$ cat config.mk
export PLATFORM = sky130hd
export DESIGN_NAME = bitstream_tx
export DESIGN_NICKNAME = d
export VERILOG_FILES = /design/src/rtl/bitstream_tx.sv
export SDC_FILE = /design/constraint.sdc
export NUM_CORES = 1
export LEC_CHECK = 0
export BUFFER_PORTS_ARGS = -buffer_cell sky130_fd_sc_hd__buf_2
export CORE_MARGIN = 2
export CORE_UTILIZATION = 52
export DETAILED_ROUTE_END_ITERATION = 16
export PLACE_DENSITY_LB_ADDON = 0.15
export REMOVE_ABC_BUFFERS = 1
export SYNTH_ARGS = -nofsm -noshare
export SYNTH_HDL_FRONTEND = slang
export SYNTH_SLANG_ARGS = --single-unit
$ cat constraint.sdc
create_clock -name clk -period 2.05 [get_ports clk]
set_clock_uncertainty 0.2 [all_clocks]
set_input_delay 0.1025 -clock clk [delete_from_list [all_inputs] [get_ports clk]]
set_output_delay 0.1025 -clock clk [all_outputs]
set_load 0.005 [all_outputs]
$ cat src/rtl/bitstream_tx.sv
// bitstream_tx: serialises parallel AXI-stream words into a one-bit AXI-stream.
// A word is held in a shift register and emitted one bit per accepted beat.
// The next word can load on the same edge that the last bit of the current
// word leaves, so back-to-back words stream without a gap.
// bit_count counts accepted serial bits per frame and saturates; done pulses
// once after the frame's final bit.
module bitstream_tx #(
    parameter int IN_WIDTH  = 8,
    parameter int MSB_FIRST = 1,
    parameter int CNT_WIDTH = 16
) (
    input  logic                 clk,
    input  logic                 rst,
    input  logic [IN_WIDTH-1:0]  s_tdata,
    input  logic                 s_tvalid,
    input  logic                 s_tlast,
    output logic                 s_tready,
    output logic                 m_tdata,
    output logic                 m_tvalid,
    output logic                 m_tlast,
    input  logic                 m_tready,
    output logic [CNT_WIDTH-1:0] bit_count,
    output logic                 done
);

    localparam int                   IDX_W    = (IN_WIDTH > 1) ? $clog2(IN_WIDTH) : 1;
    localparam logic [IDX_W-1:0]     LAST_IDX = IDX_W'(IN_WIDTH - 1);
    localparam logic [CNT_WIDTH-1:0] CNT_MAX  = '1;

    typedef enum logic {
        IDLE = 1'b0,
        SEND = 1'b1
    } state_t;

    state_t              state;
    state_t              state_next;

    logic [IN_WIDTH-1:0] shreg;
    logic [IDX_W-1:0]    bit_idx;
    logic                held_last;
    // Set when the next accepted serial bit starts a fresh frame.
    logic                frame_start;

    logic                final_bit;
    logic                bit_accept;
    logic                word_accept;

    // Counter increment that sticks at the all-ones value.
    function automatic logic [CNT_WIDTH-1:0] sat_inc(input logic [CNT_WIDTH-1:0] v);
        return (v == CNT_MAX) ? v : v + 1'b1;
    endfunction

    // Move the held word one position toward the bit that is presented next.
    function automatic logic [IN_WIDTH-1:0] shift_out(input logic [IN_WIDTH-1:0] v);
        return (MSB_FIRST != 0) ? (v << 1) : (v >> 1);
    endfunction

    assign final_bit = (bit_idx == LAST_IDX);
    assign m_tdata   = (MSB_FIRST != 0) ? shreg[IN_WIDTH-1] : shreg[0];

    // State register.
    always_ff @(posedge clk) begin
        if (rst) begin
            state <= IDLE;
        end else begin
            state <= state_next;
        end
    end

    // Next state, handshake outputs and transfer strobes.
    always_comb begin
        state_next  = state;
        m_tvalid    = 1'b0;
        m_tlast     = 1'b0;
        s_tready    = 1'b0;
        bit_accept  = 1'b0;
        word_accept = 1'b0;
        case (state)
            IDLE: begin
                s_tready    = !rst;
                word_accept = s_tvalid && !rst;
                if (word_accept) begin
                    state_next = SEND;
                end
            end
            SEND: begin
                m_tvalid    = 1'b1;
                m_tlast     = held_last && final_bit;
                bit_accept  = m_tready;
                // Ready for a new word only as the held word's last bit leaves,
                // which lets the refill happen without a bubble.
                s_tready    = !rst && m_tready && final_bit;
                word_accept = s_tvalid && s_tready;
                if (bit_accept && final_bit && !word_accept) begin
                    state_next = IDLE;
                end
            end
            default: begin
                state_next = IDLE;
            end
        endcase
    end

    // Shift register, bit index and frame-end flag of the held word.
    always_ff @(posedge clk) begin
        if (rst) begin
            shreg     <= '0;
            bit_idx   <= '0;
            held_last <= 1'b0;
        end else if (word_accept) begin
            shreg     <= s_tdata;
            bit_idx   <= '0;
            held_last <= s_tlast;
        end else if (bit_accept) begin
            shreg     <= shift_out(shreg);
            bit_idx   <= bit_idx + 1'b1;
        end
    end

    // Per-frame bit counter and end-of-frame pulse.
    always_ff @(posedge clk) begin
        if (rst) begin
            bit_count   <= '0;
            frame_start <= 1'b1;
            done        <= 1'b0;
        end else begin
            done <= bit_accept && m_tlast;
            if (bit_accept) begin
                bit_count   <= frame_start ? CNT_WIDTH'(1) : sat_inc(bit_count);
                frame_start <= m_tlast;
            end
        end
    end

endmodule

==> run metrics <==
fmax=0.523 GHz; number of nets in the layout=260; CTS root buf=sky130_fd_sc_hd__clkbuf_4; final count of hold timing violations=0; post-route cell area=2090 sq um; residual overflow from global routing=0; drt wl/cell=~14 microns; post-synthesis cell count=around 200; Detailed Route Iter0 Violations=around 120; last weighted congestion value of the routability-driven placer=0.861; total number of H-tree levels=2; number of register bits inferred by synthesis=31; fraction of the cycle the final worst path needs=0.933; initial antenna violation count=0; IO Count=34; Final Non-Filler Cells=slightly below 300; vias in the first global route=~1600; static leakage power=just under 0.9 nW; signal arrival time at the worst endpoint=1.61 ns; diode insertion count for antenna repair=0; Post-route DRC=0; top cell type's share of synthesized area=0.367; fill cell total of the finished layout=roughly 280; fraction of layout cells with a size suffix above 1=0.257; Die Y-Extent=between 60 and 70 microns; Die X-Extent=61.0 microns; launch instance of the worst register-to-register path=bit_idx[0]$_SDFFE_PP0P_; Tmin final=about 1.9 ns; post-DR vias/cell=5.97; Cell Pwr Density=between 500 and 600 nW/um^2; Synthesis Warnings=0; critical path launch point type=flip-flop; final number of max-transition violations=0; Worst IR Drop VDD=slightly above 0.4 mV; IO Port Bufs=33; count of TritonRoute iterations in the first routing pass=4; run status=completed; unrepaired setup endpoints after global routing=no; power consumption=approximately 1.1 mW; Critical Path RT=1.75 ns; postcts setup bufs=0; total wire length after detailed routing=roughly 4200 microns; maximum number of pins on one net before global-route repair=28; post-synthesis sequential area ratio=0.367; worst setup path class=flip-flop to primary output; number of synthesized flops with an enable pin=0; Relative slew margins=0.719; core area=just over 3000 sq um; Tightest Pin Transition=between 0.4 and 0.5 ns; number of different library cells in the post-synthesis netlist=46; critical path endpoint category=primary output; Sink Count=31; number of vias after detailed routing=between 1500 and 2000; initial core utilization=0.550; Detail Placement HPWL=~2900 microns; Worst Setup SP=bit_idx[0]$_SDFFE_PP0P_; TritonCTS clock tree=done; final critical-path setup slack=roughly 0.14 ns; Setup WS pre-CTS=approximately 0.076 ns; proportion of synthesized flip-flops having asynchronous set or reset=0; Post-Syn Area per Cell=about 8.5 sq um; placed instance area=between 1500 and 2000 sq um; clock latency of the later-clocked register in the worst-skew pair=0.34 ns; clock transition time at the flip-flop clock pins of the worst setup and hold paths=between 0.1 and 0.15 ns; setup violation total in the final timing report=0; number of CTS-inserted buffers=5; layout-stage area growth over the synthesis result=23.8%; top area cells in the synthesized netlist=sky130_fd_sc_hd__dfxtp_1 37%, sky130_fd_sc_hd__nand3_1 5.0%, sky130_fd_sc_hd__nand2_1 3.8%; first-pass GRT wire length=approximately 7000 microns; Routed Antenna Nets=0; total routing usage reported by global routing=0.254; buffer levels on the longest clock path=2; synthesized area=1690 sq um; largest driver fanout on the critical path=4; # rows=20; worst hold-check path type=flip-flop to flip-flop; min-delay src=shreg[0]$_SDFFE_PP0P_; # Max-Cap Violations=0; die area=~3700 sq um; Synth Flop Type=sky130_fd_sc_hd__dfxtp_1; cell taking the most area after synthesis=sky130_fd_sc_hd__dfxtp_1; total instance count after detailed placement=roughly 270
[area by class of cell]
cell class,count,area (sq um),share of cell area
clock inverter,3,20.0,0.00956
multi-input combinational,146,971,0.464
tap,44,55.1,0.0263
sequential,31,621,0.296
inverter,2,7.51,0.00358
clock buffer,5,37.5,0.0179
timing repair buffer,58,383,0.183
[cell usage after synthesis (all sizes together), types with 3 or more instances]
cell type / instances
a21o: 4
a21oi: 11
a311oi: 7
a31oi: 4
a41oi: 3
and3: 5
and4: 3
buf: 11
clkbuf: 8
dfxtp: 31
ha: 3
mux2i: 3
nand2: 17
nand3: 17
nand4: 6
nor2: 12
nor3: 6
o21ai: 11
o311ai: 4
o41ai: 4
or3: 3
or4: 4
[power by group]
part	total (mW)	switching, mW	internal, mW
clock	0.362	0.231	0.131
combinational	0.134	0.0724	0.0615
sequential	0.630	0.0109	0.619
total	1.13	0.315	0.812
[placed cells by master, fill, tap and decap left out, types with 3 or more instances in the layout]
cell type / n
sky130_fd_sc_hd__a21o_1: 4
sky130_fd_sc_hd__a21oi_1: 11
sky130_fd_sc_hd__a311oi_1: 7
sky130_fd_sc_hd__a31oi_1: 4
sky130_fd_sc_hd__a41oi_1: 3
sky130_fd_sc_hd__and3_1: 4
sky130_fd_sc_hd__and4_1: 3
sky130_fd_sc_hd__buf_2: 33
sky130_fd_sc_hd__buf_4: 13
sky130_fd_sc_hd__clkbuf_4: 5
sky130_fd_sc_hd__dfxtp_1: 31
sky130_fd_sc_hd__dlygate4sd3_1: 12
sky130_fd_sc_hd__ha_1: 3
sky130_fd_sc_hd__mux2i_1: 3
sky130_fd_sc_hd__nand2_1: 17
sky130_fd_sc_hd__nand3_1: 16
sky130_fd_sc_hd__nand4_1: 5
sky130_fd_sc_hd__nor2_1: 12
sky130_fd_sc_hd__nor3_1: 6
sky130_fd_sc_hd__o21ai_0: 3
sky130_fd_sc_hd__o21ai_1: 8
sky130_fd_sc_hd__o311ai_0: 4
sky130_fd_sc_hd__o41ai_2: 3
sky130_fd_sc_hd__or4_1: 4
[final timing paths]
check | to | slack, ns | cells past startpoint
hold reg to reg | shreg[0]$_SDFFE_PP0P_ | 0.28 | 2
setup reg to reg | shreg[7]$_SDFFE_PP0P_ | 0.16 | 6
setup / recovery | s_tready | 0.14 | 5
hold / removal | shreg[0]$_SDFFE_PP0P_ | 0.28 | 2
[kinds of logic (layout without fill, tap and decap cells)]
logic type,count (synthesis),after routing,synth area share
xor+xnor,1,1,0.00518
buf+inv,21,68,0.0629
flops,31,31,0.367
compound gates,57,57,0.247
fa+ha+maj,3,3,0.0222
simple gates,82,82,0.278
mux,3,3,0.0178
[metrics by stage]
stage	hold slack (ns)	setup TNS, ns	util
2_1_floorplan	-0.0284	-1.76	-
3_3_place_gp	0.0971	0	0.621
3_5_place_dp	0.126	0	0.621
4_1_cts	0.281	0	0.678
5_1_grt	0.300	0	0.680
6_report	0.276	0	0.680
[per-layer routing]
| metal | vias up | track usage | wire, microns |
|---|---|---|---|
| met1 | 817 | 0.299 | 1740 |
| met5 | - | 0 | 0 |
| li1 | 857 | - | - |
| met2 | 44 | 0.432 | 2190 |
| met4 | 0 | 0.109 | 74 |
| met3 | 7 | 0.0735 | 167 |
[flip-flops by register name (all words and copies together) (netlist names)]
register,flops
frame_start,1
bit_count,16
bit_idx,3
state,1
shreg,8
done,1
held_last,1
[critical path, stage by stage (launching register included)]
cell,delay [ns]
sky130_fd_sc_hd__dfxtp_1,0.34
sky130_fd_sc_hd__ha_1,0.20
sky130_fd_sc_hd__ha_1,0.22
sky130_fd_sc_hd__a21boi_0,0.30
sky130_fd_sc_hd__nor2_1,0.07
sky130_fd_sc_hd__buf_2,0.13
[timing repair]
| item | CTS | global route |
|---|---|---|
| endpoints found under the setup margin | 0 | 11 |
| gates resized for setup | 0 | 2 |
| hold endpoints to repair | 11 | 0 |
| hold buffers | 12 | 0 |
Note: power is estimated with default switching activity, not from simulation.
